### src/rtl/step_pkg.sv
// Shared definitions for the stepper command sequencer: default widths,
// default hold time, state encoding and the hold-counter width helper.
package step_pkg;

    localparam int unsigned STEP_W_DEF      = 16;
    localparam int unsigned PER_W_DEF       = 20;
    localparam int unsigned HOLD_CYCLES_DEF = 50000;

    typedef enum logic [1:0] {
        ST_IDLE = 2'd0,
        ST_RUN  = 2'd1,
        ST_HOLD = 2'd2
    } state_t;

    // Bits needed to hold a count of 0..cycles.
    function automatic int unsigned hold_w(input int unsigned cycles);
        return $clog2(cycles + 1);
    endfunction

endpackage

### src/rtl/step_timer.sv
// Loadable down-counter with a zero flag.
// Ports: clk, rst_n (async active-low), load/load_val (load has priority),
//        dec (count down, saturating at zero), zero_c (count == 0, combinational).
module step_timer
    import step_pkg::*;
#(
    parameter int unsigned W = 8
) (
    input  logic         clk,
    input  logic         rst_n,
    input  logic         load,
    input  logic [W-1:0] load_val,
    input  logic         dec,
    output logic         zero_c
);

    logic [W-1:0] count;

    always_ff @(posedge clk or negedge rst_n) begin
        if (!rst_n) begin
            count <= '0;
        end else if (load) begin
            count <= load_val;
        end else if (dec && !zero_c) begin
            count <= count - W'(1);
        end
    end

    assign zero_c = (count == '0);

endmodule

### src/rtl/step_sequencer.sv
// Command stage for the four-phase stepper driver: accepts move commands
// over valid/ready, steps the 3-bit phase counter at the commanded period,
// then keeps the coils energized for HOLD_CYCLES before releasing them.
// Ports: clk, rst_n (async active-low); cmd_valid/cmd_ready handshake with
//        cmd_dir, cmd_steps, cmd_period; stop (level abort);
//        enable, dir, cnt8 to the driver; busy, done, steps_left status.
//        All outputs registered except cmd_ready.
module step_sequencer
    import step_pkg::*;
#(
    parameter int unsigned STEP_W      = STEP_W_DEF,
    parameter int unsigned PER_W       = PER_W_DEF,
    parameter int unsigned HOLD_CYCLES = HOLD_CYCLES_DEF
) (
    input  logic              clk,
    input  logic              rst_n,
    input  logic              cmd_valid,
    output logic              cmd_ready,
    input  logic              cmd_dir,
    input  logic [STEP_W-1:0] cmd_steps,
    input  logic [PER_W-1:0]  cmd_period,
    input  logic              stop,
    output logic              enable,
    output logic              dir,
    output logic [2:0]        cnt8,
    output logic              busy,
    output logic              done,
    output logic [STEP_W-1:0] steps_left
);

    localparam int unsigned HOLD_W = hold_w(HOLD_CYCLES);
    localparam logic [HOLD_W-1:0] HOLD_LOAD = HOLD_W'(HOLD_CYCLES - 1);

    state_t              state;
    state_t              state_nx;
    logic [PER_W-1:0]    per_rld;
    logic [PER_W-1:0]    per_rld_nx;
    logic [PER_W-1:0]    cmd_per_m1;
    logic                enable_nx;
    logic                dir_nx;
    logic [2:0]          cnt8_nx;
    logic                busy_nx;
    logic                done_nx;
    logic [STEP_W-1:0]   steps_left_nx;
    logic                accept;
    logic                step_due;
    logic                run_end;
    logic                per_zero;
    logic                hold_zero;

    assign cmd_ready  = ((state == ST_IDLE) || (state == ST_HOLD)) && !stop;
    assign accept     = cmd_valid && cmd_ready;
    // A zero period behaves as one step per clock.
    assign cmd_per_m1 = (cmd_period == '0) ? '0 : cmd_period - PER_W'(1);
    assign step_due   = (state == ST_RUN) && per_zero;
    // Leaving RUN: either an abort or the step that exhausts the count.
    assign run_end    = (state == ST_RUN) &&
                        (stop || (step_due && (steps_left == STEP_W'(1))));

    // Period timer: loaded at accept and reloaded on every step.
    step_timer #(.W(PER_W)) u_per_timer (
        .clk      (clk),
        .rst_n    (rst_n),
        .load     (accept || step_due),
        .load_val (accept ? cmd_per_m1 : per_rld),
        .dec      (state == ST_RUN),
        .zero_c   (per_zero)
    );

    // Hold timer: armed when motion ends, counts only while in HOLD.
    step_timer #(.W(HOLD_W)) u_hold_timer (
        .clk      (clk),
        .rst_n    (rst_n),
        .load     (run_end),
        .load_val (HOLD_LOAD),
        .dec      (state == ST_HOLD),
        .zero_c   (hold_zero)
    );

    // State and output registers.
    always_ff @(posedge clk or negedge rst_n) begin
        if (!rst_n) begin
            state      <= ST_IDLE;
            per_rld    <= '0;
            enable     <= 1'b0;
            dir        <= 1'b0;
            cnt8       <= 3'd0;
            busy       <= 1'b0;
            done       <= 1'b0;
            steps_left <= '0;
        end else begin
            state      <= state_nx;
            per_rld    <= per_rld_nx;
            enable     <= enable_nx;
            dir        <= dir_nx;
            cnt8       <= cnt8_nx;
            busy       <= busy_nx;
            done       <= done_nx;
            steps_left <= steps_left_nx;
        end
    end

    // Next-state logic.
    always_comb begin
        state_nx = state;
        case (state)
            ST_IDLE: begin
                if (accept && (cmd_steps != '0)) state_nx = ST_RUN;
            end
            ST_RUN: begin
                if (run_end) state_nx = ST_HOLD;
            end
            ST_HOLD: begin
                if (accept && (cmd_steps != '0)) state_nx = ST_RUN;
                else if (stop || hold_zero)      state_nx = ST_IDLE;
            end
            default: state_nx = ST_IDLE;
        endcase
    end

    // Next values of the registered outputs.
    always_comb begin
        dir_nx        = dir;
        cnt8_nx       = cnt8;
        steps_left_nx = steps_left;
        per_rld_nx    = per_rld;
        done_nx       = 1'b0;
        if (accept) begin
            dir_nx        = cmd_dir;
            steps_left_nx = cmd_steps;
            per_rld_nx    = cmd_per_m1;
            done_nx       = (cmd_steps == '0);
        end
        // A step due in the same cycle as stop is still taken.
        if (step_due) begin
            cnt8_nx       = cnt8 + 3'd1;
            steps_left_nx = steps_left - STEP_W'(1);
        end
        if (run_end) begin
            steps_left_nx = '0;
            done_nx       = 1'b1;
        end
        enable_nx = (state_nx != ST_IDLE);
        busy_nx   = (state_nx == ST_RUN);
    end

endmodule

### config.mk
export PLATFORM = sky130hd
export DESIGN_NAME = step_sequencer
export DESIGN_NICKNAME = d
export VERILOG_FILES = /design/src/rtl/step_pkg.sv /design/src/rtl/step_timer.sv /design/src/rtl/step_sequencer.sv
export SDC_FILE = /design/constraint.sdc
export NUM_CORES = 1
export LEC_CHECK = 0
export CAP_MARGIN = 20
export CORE_MARGIN = 2
export CORE_UTILIZATION = 50
export CTS_CLUSTER_DIAMETER = 80
export DETAILED_ROUTE_END_ITERATION = 7
export PLACE_DENSITY = 0.76
export REMOVE_ABC_BUFFERS = 1
export SYNTH_ARGS = -nofsm -noshare
export SYNTH_HDL_FRONTEND = slang
export SYNTH_SLANG_ARGS = --single-unit
### constraint.sdc
create_clock -name clk -period 2.2 [get_ports clk]
set_clock_uncertainty 0.1 [all_clocks]
set_input_delay 0.33 -clock clk [delete_from_list [all_inputs] [get_ports clk]]
set_output_delay 0.33 -clock clk [all_outputs]
set_load 0.02 [all_outputs]
==> metrics.csv, run 1 <==
stage;metric;value;unit
worst_setup_path;critPathMaxFanout;3;
synth;avgSynthCellArea;8.96;um^2
timing;finalCriticalPeriod;2270;ps
grt;grt_pass1_vias;5037;
worst_setup_path;cp.arrival;2420;ps
flow_run;cap_viol_max_count;0;
timing;maxSlewViolCount;0;
synth;synth-seq-area-share;0.414;
grt;grt_pass1_wl;23.7;mm
placement;gp_congestion;0.899;
finish;final_nets;778;
synth;syn_inst;547;
power;p_leak;3.00;nW
route;first_pass_iters;5;
floorplan;die_area;10600;um^2
synth;ys_warn_count;0;
finish;final_common_cell;buf_4;
finish;stdcell_area;7020;um^2
worst_setup_path;reg2reg_to;steps_left[10];
grt;grtUsageTotal;0.285;
route;wl;15.2;mm
clocking;cts_htree_levels;3;
route;drt_iter0_drc;232;
clocking;cts_tree;done;
clocking;clk_latency;360;ps
clocking;clock-root-buffer;clkbuf_8;
worst_setup_path;endpoint;steps_left[10];
floorplan;rows;36;
power;power;5.04;mW
worst_setup_path;crit_type;reg2reg;
clocking;numCtsBuffers;9;
worst_setup_path;startpoint_type;flop;
status;violations;negative setup slack;
finish;regArea;2030;um^2
route;drtAntennaViolNets;0;
power;vdd_drop_max;0.345;mV
floorplan;core_area;9640;um^2
timing;finalHoldViolCount;0;
grt;overflow;0;
route;route.detailed.drc;0;
placement;hpwl;11.0;mm
route;dr_total_vias;5120;
worst_setup_path;crit_path_end_kind;flop;
timing;grt_setup_unrepaired;yes;
finish;layout_common_cells;126 x buf_4, 81 x dfrtp_1, 70 x nand2_1;
clocking;path_clk_slew;80;ps
floorplan;start_util;0.508;
route;wl_per_cell;17.5;um
hold_path;whs_path_depth;3;
finish;fillers;731;
grt;grt_max_degree;43;
timing;setup_viol;2;
hold_path;holdCritPathClass;in2reg;
synth;synth_edf_count;0;
clocking;cts_buffer_depth;2;
status;outcome;finished, violations left;
grt;antenna_found_initial;0;
finish;multi_input_area;2870;um^2
floorplan;io_pins;65;
timing;max_freq;441;MHz
synth;synth_area;4900;um^2
placement;portBuffers;64;
worst_setup_path;startpoint;u_per_timer.count[14];
finish;n_antenna_cell;0;
clocking;clock-sinks;81;
worst_setup_path;r2r_setup_slack;-70;ps
finish;layout-drive-gt1-share;0.275;
power;p_per_area;718;nW/um^2
synth;ys.flop_type;dfrtp_1;
worst_setup_path;worst_r2r_startpoint;u_per_timer.count[14];
worst_setup_path;cp_data_required_time;2350;ps
floorplan;die_w;103;um
timing;tightest_slew;595;ps
floorplan;chipHeight;103;um
finish;area_growth;43.2;%
synth;ys_async_sr_fraction;1.00;
synth;synth-seq-cells;81;
worst_setup_path;worst_r2r_path_depth;6;
synth;netlist-cell-type-count;75;
timing;slew_headroom;0.603;
timing;timing.final.ws_setup;-68.8;ps
timing;fin_crit_sh;1.03;
route;viasPerCell;5.91;
placement;post_dp_cell_area;6560;um^2
[final cells by class]
type	instances	share of cell area
repair buffers	198	0.246
clock inverters	3	0.00214
clock buffers	12	0.0235
flip-flops and latches	81	0.289
multi-input cells	428	0.409
well taps	133	0.0237
inverters	12	0.00642
[critical path, stage by stage (launching register included)]
cell and delay, ps:
dfrtp_1 380, or3_4 390, nand4b_1 270, or3_4 430, o311a_1 360, a221oi_2 180, nor2_1 60
[flip-flops by register name, summed over array words and instances (netlist names)]
register,cells
busy,1
u_per_timer.count,20
steps_left,16
enable,1
cnt8,3
dir,1
u_hold_timer.count,16
done,1
state,2
per_rld,20
[kinds of logic (layout without fill, tap and decap cells)]
kind of cell,count (synthesis),after routing,synth area share
AND/OR/NAND/NOR,259,259,0.291
AO/OA/AOI/OAI,132,132,0.190
flip-flops,81,81,0.414
buffers and inverters,38,225,0.0337
XOR/XNOR,27,27,0.0483
adder cells (fa/ha/maj),7,7,0.0179
multiplexers,3,3,0.00613
[per-layer routing]
metal  global-route usage  routed length (um)
met4                0.105                 316
met1                0.364                6430
met3               0.0536                 913
met2                0.482                7490
met5                    0                   0
[power breakdown]
| group | switching (mW) | leakage, nW | internal (mW) |
|---|---|---|---|
| registers | 0.260 | 0.984 | 1.79 |
| logic | 0.994 | 1.92 | 0.975 |
| clock network | 0.529 | 0.0980 | 0.491 |
| total | 1.78 | 3.00 | 3.25 |
[through the flow]
stage          worst slack [ps]   util  hold slack, ps  instances  TNS (ps)
6_report                  -68.8  0.728             220        867     -74.9
5_1_grt                    -111  0.728             249        867     -1300
4_1_cts                   -36.1  0.705             384        859     -45.9
3_5_place_dp               -415  0.680             251        842    -11050
3_3_place_gp               -320  0.680             254        842     -8530
2_1_floorplan             -1820      -           -65.6        521    -72150
[cells in the mapped netlist (all sizes together) (3+ instances only)]
cell type / instances / area (um^2)
clkbuf: 12 / 45.0
a31oi: 9 / 56.3
o311a: 3 / 30.0
buf: 14 / 75.1
a21oi: 18 / 90.1
or2: 8 / 50.0
a211oi: 4 / 35.0
o311ai: 3 / 26.3
nand2b: 8 / 50.1
nor4: 17 / 173
nor2: 62 / 235
a221oi: 4 / 41.3
inv: 12 / 45.0
nand4: 8 / 56.3
nand3: 17 / 85.1
a211o: 3 / 26.3
nor4b: 6 / 67.6
a21o: 4 / 30.0
a22o: 3 / 26.3
nand4b: 4 / 41.3
o21ai: 35 / 183
a22oi: 4 / 30.0
nand2: 70 / 263
o211ai: 4 / 30.0
xor2: 11 / 96.3
xnor2: 16 / 140
mux2i: 3 / 30.0
nor3: 28 / 165
o21a: 6 / 45.0
a311oi: 3 / 26.3
or4: 6 / 45.0
dfrtp: 81 / 2030
ha: 7 / 87.6
and3: 3 / 18.8
o31ai: 8 / 60.1
o32ai: 3 / 26.3
or3: 10 / 77.6
[worst min-delay path by stage]
stage                       start                endpoint  slack [ps]
finish              cmd_period[0]              per_rld[0]         220
global route        cmd_period[0]              per_rld[0]         250
CTS                   per_rld[17]             per_rld[17]         380
detailed placement          rst_n  u_hold_timer.count[12]         250
global placement            rst_n  u_hold_timer.count[13]         250
floorplan                   rst_n                    busy         -70
[timing repair]
item,CTS,global route
hold buffers,1,0
endpoints found under the hold margin,39,0
pin swaps,1,13
resized for setup,10,35
cloned,0,2
buffers inserted,1,6
setup endpoints to repair,32,53
(Power assumes the default switching activity.)
==> run 2, diff against run 1 <==
--- a/config.mk
+++ b/config.mk
@@ -12,6 +12,7 @@
 export DETAILED_ROUTE_END_ITERATION = 7
 export PLACE_DENSITY = 0.76
 export REMOVE_ABC_BUFFERS = 1
+export SKIP_CTS_REPAIR_TIMING = 1
 export SYNTH_ARGS = -nofsm -noshare
 export SYNTH_HDL_FRONTEND = slang
 export SYNTH_SLANG_ARGS = --single-unit
==> run 2 against run 1 <==
The flow still finishes with violations (negative setup slack). Design area is 1.5% higher. Die area stayed put. Clock-buffer cell count stayed put. Combinational power is 3% higher. Routed wire length is 0.94% lower. Sequential power hardly changed. Sequential cell count stayed put. Critical path depth stayed put. Power is 1.3% higher. Via count is 0.27% higher. Register-to-register slack better by 20 ps. Critical path type unchanged. Largest cell class unchanged.
==> metrics.csv, run 2 (same netlist as run 1, synthesis figures left out) <==
stage;metric;value;unit;change
status;outcome;finished, violations left;;
status;violations;negative setup slack;;
route;viasPerCell;5.92;;+0.27%
timing;fin_crit_sh;1.02;;-0.0102
worst_setup_path;slowest_delay;410;ps;-20 ps
timing;maxSlewViolCount;0;;unchanged
clocking;clock-root-buffer;clkbuf_8;;
worst_setup_path;startpoint_type;flop;;
power;vdd_drop_max;0.338;mV;-2.2%
timing;holdWs;232;ps;+12.0 ps
route;maxUsedRoutingLayer;met4;;
floorplan;io_pins;65;;unchanged
grt;grt_max_degree;43;;unchanged
route;wl_per_cell;17.3;um;-0.94%
worst_setup_path;crit_path_end_kind;flop;;
power;p_per_area;716;nW/um^2;-0.18%
route;wl_met2;7.40;mm;-1.3%
floorplan;rows;36;;unchanged
grt;overflow;0;;unchanged
worst_setup_path;cp_common_cell;or3_4;;
route;dr_total_vias;5134;;+0.27%
floorplan;die_area;10600;um^2;unchanged
timing;tightest_slew;596;ps;+0.933 ps
timing;setup_tns;-50.2;ps;+24.7 ps
grt;grtUsageTotal;0.282;;-0.00257
route;drtAntennaViolNets;0;;unchanged
grt;grt_pass1_wl;23.4;mm;-0.93%
flow_run;cap_viol_max_count;0;;unchanged
route;drt-met1-wl;6.40;mm;-0.42%
finish;final_nets;778;;unchanged
clocking;clock-sinks;81;;unchanged
clocking;path_clk_slew;80;ps;about the same
placement;post_dp_cell_area;6560;um^2;unchanged
placement;gp_congestion;0.899;;unchanged
floorplan;die_w;103;um;unchanged
route;first_pass_iters;5;;unchanged
timing;finalCriticalPeriod;2250;ps;-22.5 ps
floorplan;chipHeight;103;um;unchanged
worst_setup_path;worst_r2r_path_depth;6;;unchanged
finish;n_antenna_cell;0;;unchanged
worst_setup_path;crit_path_cell_trace;or3_4 -> nand4b_1 -> or3_4 -> o311a_1 -> a221oi_2 -> nor2_1;;
worst_setup_path;cp_slowest_cell;or3_4;;
floorplan;start_util;0.508;;unchanged
finish;layout_common_cells;123 x buf_4, 81 x dfrtp_1, 69 x nand2_1;;
timing;finalHoldViolCount;0;;unchanged
clocking;cts_htree_levels;3;;unchanged
timing;max_freq;445;MHz;+1.0%
timing;grt_setup_unrepaired;yes;;
route;route.detailed.drc;0;;unchanged
timing;setup_viol;2;;unchanged
clocking;clk_latency;370;ps;about the same
finish;final_core_util;0.739;;+0.0109
finish;final_common_cell;buf_4;;
clocking;cts_tree;done;;
hold_path;holdCritPathClass;in2reg;;
finish;layout-drive-gt1-share;0.296;;+0.0204
route;wl;15.0;mm;-0.94%
route;drt_iter0_drc;229;;-1.3%
grt;antenna_found_initial;0;;unchanged
hold_path;whs_path_depth;3;;unchanged
finish;area_growth;45.3;%;
finish;stdcell_area;7120;um^2;+1.5%
clocking;cts_buffer_depth;2;;unchanged
worst_setup_path;critPathMaxFanout;3;;unchanged
clocking;numCtsBuffers;9;;unchanged
route;dr_wl_met3;933;um;+2.2%
worst_setup_path;cp.arrival;2400;ps;-20 ps
grt;grt_pass1_vias;5000;;-0.73%
floorplan;core_area;9640;um^2;unchanged
placement;place_ws;-415;ps;unchanged
finish;largest_registers;per_rld (20), u_per_timer.count (20);;
worst_setup_path;cp_data_required_time;2350;ps;about the same
worst_setup_path;crit_type;reg2reg;;
timing;slew_headroom;0.602;;-0.000623
placement;portBuffers;64;;unchanged
placement;hpwl;11.0;mm;unchanged
timing;timing.final.ws_setup;-46.3;ps;+22.5 ps
power;p_leak;3.02;nW;+0.56%
## run 2: cell types whose count changed in the layout (fill, tap and decap cells not counted), moves of 3 or more
cell and delta:
buf_6 +3, nor3_2 +3, o311ai_1 -3, buf_4 -3
## run 2: critical path: cells and delay by family (launching register included)
family,cells,cell delay [ps]
AND/OR/NAND/NOR,4,1120
flip-flops,1,380
AO/OA/AOI/OAI,2,540
## run 2: final cells by class
cell class | count | area, um^2
Clock inverter | 3 | 15.0
Sequential cell | 81 | 2030
Timing Repair Buffer | 198 | 1740
Tap cell | 133 | 166
Multi-Input combinational cell | 428 | 2960
Clock buffer | 12 | 165
Fill cell | 709 | 2520
Inverter | 12 | 45.0
## run 2: layer usage
layer / vias up / GRT usage
met5: - / 0
met4: 0 / 0.114
met3: 31 / 0.0447
met2: 219 / 0.482
met1: 2493 / 0.358
li1: 2391 / -
## run 2: final timing paths
kind / from / end / slack (ps)
worst max-delay path: u_per_timer.count[14] / steps_left[10] / -50
worst min-delay path: cmd_period[0] / per_rld[0] / 230
worst max register to register: u_per_timer.count[14] / steps_left[10] / -50
worst min register to register: dir / dir / 380
max in group asynchronous: rst_n / u_per_timer.count[18] / 990
min in group asynchronous: rst_n / u_hold_timer.count[12] / 380
## run 2: per-stage QoR
stage	instances	power, mW
detailed placement	842	3.92
finish	867	5.10
global route	867	5.38
floorplan	521	2.91
CTS	857	4.94
global placement	842	3.85
## run 2: power by group
part           internal [mW]  switching [mW]
combinational           1.00            1.02
clock                  0.491           0.526
sequential              1.79           0.278
total                   3.28            1.82
